File: config.mk
export PLATFORM = sky130hd
export DESIGN_NAME = jzjpcc_decode_pipeline
export DESIGN_NICKNAME = d
export VERILOG_FILES = /design/src/rtl/jzjpcc_decode_pipeline.sv
export SDC_FILE = /design/constraint.sdc
export NUM_CORES = 1
export LEC_CHECK = 0
export ABC_AREA = 1
export CAP_MARGIN = 20
export CORE_AREA = 3 3 164 166
export CTS_CLUSTER_DIAMETER = 150
export DETAILED_ROUTE_END_ITERATION = 10
export DIE_AREA = 0 0 167 169
export PLACE_DENSITY = 0.72
export SYNTH_ARGS = -nofsm -noshare
export SYNTH_HDL_FRONTEND = slang
export SYNTH_SLANG_ARGS = --single-unit
File: constraint.sdc
create_clock -name clock -period 2.4 [get_ports clock]
set_clock_uncertainty 0.15 [all_clocks]
set_input_delay 0.48 -clock clock [delete_from_list [all_inputs] [get_ports clock]]
set_output_delay 0.48 -clock clock [all_outputs]
set_load 0.05 [all_outputs]
File: src/rtl/jzjpcc_decode_pipeline.sv
// Decode-to-execute pipeline register with register hazard detection and operand forwarding.
// Optional feature macro: JZJPCC_DECODE_BYPASS_EN (forwarding on; without it every in-flight writer stalls).
module jzjpcc_decode_pipeline #(
    parameter int PC_MAX_B    = 31,
    parameter int CTRL_W      = 8,
    parameter int STALL_CNT_W = 16
) (
    input  logic                   clock,
    input  logic                   reset,
    input  logic [31:2]            instruction_decode,
    input  logic [PC_MAX_B:2]      currentPC_decode,
    input  logic                   valid_decode,
    input  logic [CTRL_W-1:0]      ctrl_decode,
    input  logic [31:0]            immediate_decode,
    input  logic                   usesRs1_decode,
    input  logic                   usesRs2_decode,
    input  logic                   rdWE_decode,
    input  logic                   isLoad_decode,
    output logic [4:0]             rs1Addr_decode,
    output logic [4:0]             rs2Addr_decode,
    input  logic [31:0]            rs1_decode,
    input  logic [31:0]            rs2_decode,
    input  logic [4:0]             rdAddr_memory,
    input  logic                   rdWE_memory,
    input  logic                   isLoad_memory,
    input  logic [31:0]            rdData_memory,
    input  logic [4:0]             rdAddr_writeback,
    input  logic                   rdWE_writeback,
    input  logic [31:0]            rdData_writeback,
    input  logic                   stall_execute,
    input  logic                   flush_execute,
    output logic                   stall_fetch,
    output logic                   valid_execute,
    output logic [CTRL_W-1:0]      ctrl_execute,
    output logic [31:0]            immediate_execute,
    output logic [PC_MAX_B:2]      currentPC_execute,
    output logic [31:0]            rs1_execute,
    output logic [31:0]            rs2_execute,
    output logic [4:0]             rdAddr_execute,
    output logic                   rdWE_execute,
    output logic                   isLoad_execute,
    output logic [STALL_CNT_W-1:0] hazardStalls
);

    localparam logic [STALL_CNT_W-1:0] CNT_MAX = {STALL_CNT_W{1'b1}};

    function automatic logic src_match(input logic uses, input logic [4:0] rs,
                                       input logic we, input logic [4:0] rd);
        return uses && (rs != 5'd0) && we && (rd == rs);
    endfunction

    logic        ex_m1, ex_m2, mem_m1, mem_m2, wb_m1, wb_m2;
    logic        hazard;
    logic        bubble;
    logic [31:0] rs1_fwd, rs2_fwd;
    logic        unused_instr;

    assign rs1Addr_decode = instruction_decode[19:15];
    assign rs2Addr_decode = instruction_decode[24:20];
    assign unused_instr   = ^{instruction_decode[31:25], instruction_decode[14:2]};

    assign ex_m1  = src_match(usesRs1_decode, rs1Addr_decode, valid_execute && rdWE_execute, rdAddr_execute);
    assign ex_m2  = src_match(usesRs2_decode, rs2Addr_decode, valid_execute && rdWE_execute, rdAddr_execute);
    assign mem_m1 = src_match(usesRs1_decode, rs1Addr_decode, rdWE_memory, rdAddr_memory);
    assign mem_m2 = src_match(usesRs2_decode, rs2Addr_decode, rdWE_memory, rdAddr_memory);
    assign wb_m1  = src_match(usesRs1_decode, rs1Addr_decode, rdWE_writeback, rdAddr_writeback);
    assign wb_m2  = src_match(usesRs2_decode, rs2Addr_decode, rdWE_writeback, rdAddr_writeback);

`ifdef JZJPCC_DECODE_BYPASS_EN
    // Only load results are unavailable in time; memory-stage ALU results beat writeback.
    assign hazard  = valid_decode && (((ex_m1 || ex_m2) && isLoad_execute) ||
                                      ((mem_m1 || mem_m2) && isLoad_memory));
    assign rs1_fwd = (mem_m1 && !isLoad_memory) ? rdData_memory :
                     wb_m1 ? rdData_writeback : rs1_decode;
    assign rs2_fwd = (mem_m2 && !isLoad_memory) ? rdData_memory :
                     wb_m2 ? rdData_writeback : rs2_decode;
`else
    logic unused_bypass;
    assign unused_bypass = ^{rdData_memory, rdData_writeback, isLoad_memory};
    assign hazard  = valid_decode && (ex_m1 || ex_m2 || mem_m1 || mem_m2 || wb_m1 || wb_m2);
    assign rs1_fwd = rs1_decode;
    assign rs2_fwd = rs2_decode;
`endif

    assign bubble      = !flush_execute && !stall_execute && hazard;
    assign stall_fetch = stall_execute || (hazard && !flush_execute);

    always_ff @(posedge clock or negedge reset) begin
        if (!reset) begin
            valid_execute     <= 1'b0;
            ctrl_execute      <= '0;
            immediate_execute <= '0;
            currentPC_execute <= '0;
            rs1_execute       <= '0;
            rs2_execute       <= '0;
            rdAddr_execute    <= '0;
            rdWE_execute      <= 1'b0;
            isLoad_execute    <= 1'b0;
        end else if (flush_execute || bubble) begin
            // Data fields intentionally hold; only the slot's identity is killed.
            valid_execute  <= 1'b0;
            rdWE_execute   <= 1'b0;
            rdAddr_execute <= '0;
            isLoad_execute <= 1'b0;
        end else if (!stall_execute) begin
            valid_execute     <= valid_decode;
            ctrl_execute      <= ctrl_decode;
            immediate_execute <= immediate_decode;
            currentPC_execute <= currentPC_decode;
            rs1_execute       <= rs1_fwd;
            rs2_execute       <= rs2_fwd;
            rdAddr_execute    <= rs_dest(instruction_decode);
            rdWE_execute      <= rdWE_decode && valid_decode;
            isLoad_execute    <= isLoad_decode;
        end
    end

    function automatic logic [4:0] rs_dest(input logic [31:2] instr);
        return instr[11:7];
    endfunction

    always_ff @(posedge clock or negedge reset) begin
        if (!reset) begin
            hazardStalls <= '0;
        end else if (bubble && (hazardStalls != CNT_MAX)) begin
            hazardStalls <= hazardStalls + STALL_CNT_W'(1);
        end
    end

endmodule

Word level (Yosys, flattened, before mapping). Index checks and enable logic that the tools add are counted.

Bits in registers: 158. Input bits: 250. Word-level logic and storage cells: 62.

Add/subtract/negate cells: 1. Equality and inequality tests: 8. Multiplexer cells: 8. Bitwise logic cells: 2. Reduce and logical (&&, ||, !) cells: 33.

Operator list (count): equality test 5 bit (6); logical AND 1 bit (21); adder 16 x 1 -> 16 bit, second input constant (1); != test 16 bit, second input constant (1); two-way mux 5 bit (2); nonzero test 5 bit (2); logical OR 1 bit (7); two-way mux 1 bit (6); logical NOT 1 bit (2); != test 2 x 1 -> 1 bit, second input constant (1); inverter 1 bit (2); AND reduction 2 bit (1).

Depth between registers and ports, before layout.
Depth in word-level cells: 14. Gate-level depth with buffers: 15.

Least setup slack after synthesis. No wires, ideal clock.

Kind: register to output. Start: register rdAddr_execute[3]. End: output stall_fetch. Data arrival time: 2.620 ns. Setup slack: -0.850 ns. Cell stages (with the launch flop): 12. Cells stage by stage: dfrtp_1 > inv_1 > nand2_1 > nand4_1 > nor2_1 > nand2_1 > nand2_1 > inv_2 > nand3_4 > nand2_4 > buf_2 > o21ai_0.

Longest elaborated chain between the ends: 10. Elaborated cells between the ends (all ways): 12.

RTL lines: start: declaration (RTL line 39) `output logic [4:0] rdAddr_execute,`; start signal: assignment (RTL line 112) `rdAddr_execute <= rs_dest(instruction_decode);`; equality test 5 bit (RTL line 49) `return uses && (rs != 5'd0) && we && (rd == rs);`; logical AND 1 bit (RTL line 49); logical OR 1 bit (*) (5 in series) (RTL line 80) `assign hazard = valid_decode && (ex_m1 || ex_m2 || mem_m1 || mem_m2 || wb_m1 || wb_m2);`; logical AND 1 bit (*) (RTL line 80); logical AND 1 bit (*) (RTL line 86) `assign stall_fetch = stall_execute || (hazard && !flush_execute);`; logical OR 1 bit (*) (RTL line 86); end: declaration (RTL line 32) `output logic stall_fetch,`.

Every way passes the cells marked *; elsewhere a longest branch is shown, timed or not.

Final worst setup path.
Start: input instruction_decode[23] (netlist bit). End: output stall_fetch.

Longest elaborated chain between the ends: 12. Elaborated cells between the ends (all ways): 19.

RTL lines: start: declaration (RTL line 10) `input logic [31:2] instruction_decode,`; nonzero test 5 bit (RTL line 49); logical AND 1 bit (3 in series) (RTL line 49); logical OR 1 bit (4 in series) (RTL line 80); logical OR 1 bit (*) (RTL line 80); logical AND 1 bit (*) (RTL line 80); logical AND 1 bit (*) (RTL line 86); logical OR 1 bit (*) (RTL line 86).

Marks and branches as above.

==> flow_summary.toml <==
[timing]
fin_setup_tns_ns = -0.08744
hold_viol = 0
slew_headroom_pct = 60.25
fin_crit_ns = 2.487
rsz0062_at_grt = "true"
worst_hold_slack_ns = 0.3205
setup_viol = 1
fmax_mhz = 402.0
layout_setup_ws_ns = -0.08744
final.period_utilization_pct = 103.6
slew_violations = 0
tightest_slew_ns = 0.5944

[route]
vias = 6942
antenna_left = 0
drt_first_pass_iters = 4
top_layer = "met4"
routed_via_density = 4.496
avgRoutedWirePerCell_um = 15.35
met3_length_mm = 1.804
post-route-drc-count = 0
wl_mm = 23.71
drtIter0Drc = 463
dr_wl_met2_mm = 11.42
wl_met1_mm = 10.23

[pwr]
pwr-share-seq_pct = 36.2
pwr_density_cell_mw_per_mm2 = 734.0
comb_power_share_pct = 32.2
peakVddDrop_mv = 0.4230
p_sw_share_pct = 36.80
pwr-share-clk_pct = 31.5
power_leakage_nw = 5.811
intPower_mw = 5.513
p_sw_mw = 3.210

[synthesis]
postSynthCellCount = 849
syn-num-nets = 1100
synth-async-reset-ratio_pct = 100.0
synth-seq-cells = 158
synth_area_mm2 = 0.007154
synth_cell_types = 26
ys.flop_type = "dfrtp_1"
synth-edff-count = 0
syn_avg_cell_area_um2 = 8.427
ys_seq_area_share_pct = 55.26
yosys_warnings = 0

[setup_path]
crit_family = "simple AND/OR/NAND/NOR gates"
criticalPathCategory = "input pin to output port"
reg2reg_depth = 16
cp_cell_sequence = "clkdlybuf4s15_1 > or2_0 > a21oi_1 > nand3_1 > nand2_1 > nand2_2 > nand3_4 > nand2_4 > o21ai_4 > buf_12"
required_ns = 1.77
worstSetupStartpointType = "input pin"
worstPathArrival_ns = 1.86
worst_setup_path_end_kind = "output port"
cp_slowest_cell = "or2_0"
crit_path_max_incr_delay_ns = 0.26
cp_max_fo = 5
cp.buffers_inverters = 2
cp.depth = 10

[clock_network]
cts_root_buffer = "clkbuf_16"
cts.sinks = 158
htreeDepth = 4
path_clk_slew_ns = 0.06
insertion_delay_ns = 0.41
cts_tree = "yes"
clockBufferDepth = 2
cts_buffers = 17

[floorplan]
die-area_mm2 = 0.02822
start_util_pct = 27.77
die_w_um = 167
die-height_um = 169
core_mm2 = 0.02576
num_io_pins = 419
rows = 59

[grt]
grt_pass1_vias = 6837
grt_pass1_wl_mm = 37.40
grt_overflow_total = 0
grt_max_degree = 73
grtUsageTotal_pct = 16.25
antenna_found_initial = 0

[place]
dpl_worst_slack_ns = -0.4302
postPlaceCellArea_mm2 = 0.01124
post-place-cells = 1508
port_buffers = 338
place.gp.congestion = 0.8488
dp_hpwl_mm = 17.55

[finish]
antennaDiodeCount = 0
area_delta_synth_final_pct = 66.11
instances_no_fill = 1544
mostFrequentLayoutCells = "nand2_1 (369), clkdlybuf4s50_1 (299), nand3_1 (153)"
final_nets = 1447
final_area_mm2 = 0.01188
n_fill_cell = 2463
multi_input_area_mm2 = 0.002808
layout_commonest_cell = "nand2_1"
final-seq-area_mm2 = 0.003961
drive_above_1_share_pct = 9.926

[hold_path]
min_path_type = "flop to flop"
worst_hold_path.num_cells = 2

[job]
cap_violations = 0

[outcome]
outcome = "finished, violations left"
violations = "setup timing"
## power by group through the flow
stage | registers (mW) | logic, mW | clock network [mW]
6_report | 3.16 | 2.81 | 2.75
5_1_grt | 3.20 | 2.96 | 2.96
4_1_cts | 3.16 | 2.83 | 2.85
3_5_place_dp | 3.21 | 2.84 | 0
3_3_place_gp | 3.19 | 2.81 | 0
2_1_floorplan | 4.32 | 0.470 | 0
## final cells by class
class / count / share of cell area (%)
clock buffer: 19 / 3.727
clock inverter: 13 / 1.253
inverter: 26 / 0.8212
multi-input combinational: 609 / 23.63
sequential: 158 / 33.33
tap: 335 / 3.527
timing repair buffer: 384 / 33.71
## metal layers
layer,vias to the layer above,GRT usage [%]
li1,3387,-
met5,-,0
met1,3282,20.99
met2,256,27.16
met4,0,3.372
met3,17,4.928
## worst paths after layout
path	start	end	slack, ns
max in group asynchronous	reset	rs1_execute[17]$_DFFE_PN0P_	1.03
worst max register to register	rdAddr_execute[4]$_DFFE_PN0P_	immediate_execute[2]$_DFFE_PN0P_	0.17
min in group asynchronous	reset	rs1_execute[3]$_DFFE_PN0P_	0.43
worst min-delay path	rs1_execute[17]$_DFFE_PN0P_	rs1_execute[17]$_DFFE_PN0P_	0.32
worst min register to register	rs1_execute[17]$_DFFE_PN0P_	rs1_execute[17]$_DFFE_PN0P_	0.32
worst max-delay path	instruction_decode[23]	stall_fetch	-0.09
## through the flow
stage	util (%)	total power, mW
6_report	46.13	8.723
3_3_place_gp	43.63	6.007
3_5_place_dp	43.63	6.044
5_1_grt	46.13	9.119
4_1_cts	45.93	8.842
2_1_floorplan	-	4.786
## sequential cells by signal, summed over array words and instances (netlist names)
| signal | flops |
|---|---|
| rdAddr_execute | 5 |
| currentPC_execute | 30 |
| isLoad_execute | 1 |
| rs2_execute | 32 |
| ctrl_execute | 8 |
| rdWE_execute | 1 |
| immediate_execute | 32 |
| rs1_execute | 32 |
| hazardStalls | 16 |
| valid_execute | 1 |
## worst reg2reg max path, stage by stage, from the launching register on
cell and delay, ns:
dfrtp_2 0.45, inv_2 0.06, nand2_1 0.04, nand2_1 0.07
nand3_1 0.08, nor2_1 0.11, nand2_1 0.06, nand2_1 0.08
inv_2 0.04, nand3_4 0.07, nand2_4 0.07, buf_4 0.13
buf_4 0.15, buf_4 0.21, buf_12 0.18, nand3_1 0.09
nand2_1 0.07
## cells by family (layout without fill, tap and decap cells)
logic type               after synthesis  after routing  synth area share (%)
flip-flops                           158            158                 55.26
AO/OA/AOI/OAI                          6              6                0.4196
adder cells (fa/ha/maj)                1              1                0.1749
XOR/XNOR                              34             34                 4.162
AND/OR/NAND/NOR                      568            568                 33.82
buffers and inverters                 82            442                 6.156
## repair_timing
action	in CTS	in global routing
hold endpoints to repair	44	0
hold buffers	1	0
buffers inserted	1	2
pin swaps	7	5
endpoints found under the setup margin	1	23
gates resized for setup	27	26
cloned	0	0
## cell usage after synthesis (2+ instances only)
library cell | count | area, um2
inv_1 | 24 | 90.09
dfrtp_1 | 158 | 3954
nand3_1 | 153 | 765.7
buf_6 | 9 | 101.4
buf_2 | 19 | 95.09
o21ai_0 | 5 | 25.02
inv_2 | 2 | 7.510
xnor2_1 | 14 | 122.6
buf_4 | 11 | 82.58
nand2_1 | 371 | 1393
clkbuf_1 | 17 | 63.81
nor3_1 | 3 | 15.01
nand4_1 | 6 | 37.54
nor2_2 | 2 | 12.51
xor2_1 | 20 | 175.2
nor4_1 | 2 | 12.51
nor2_1 | 23 | 86.33
nand2_4 | 2 | 22.52
No activity file was read; power rests on OpenSTA's default activity.
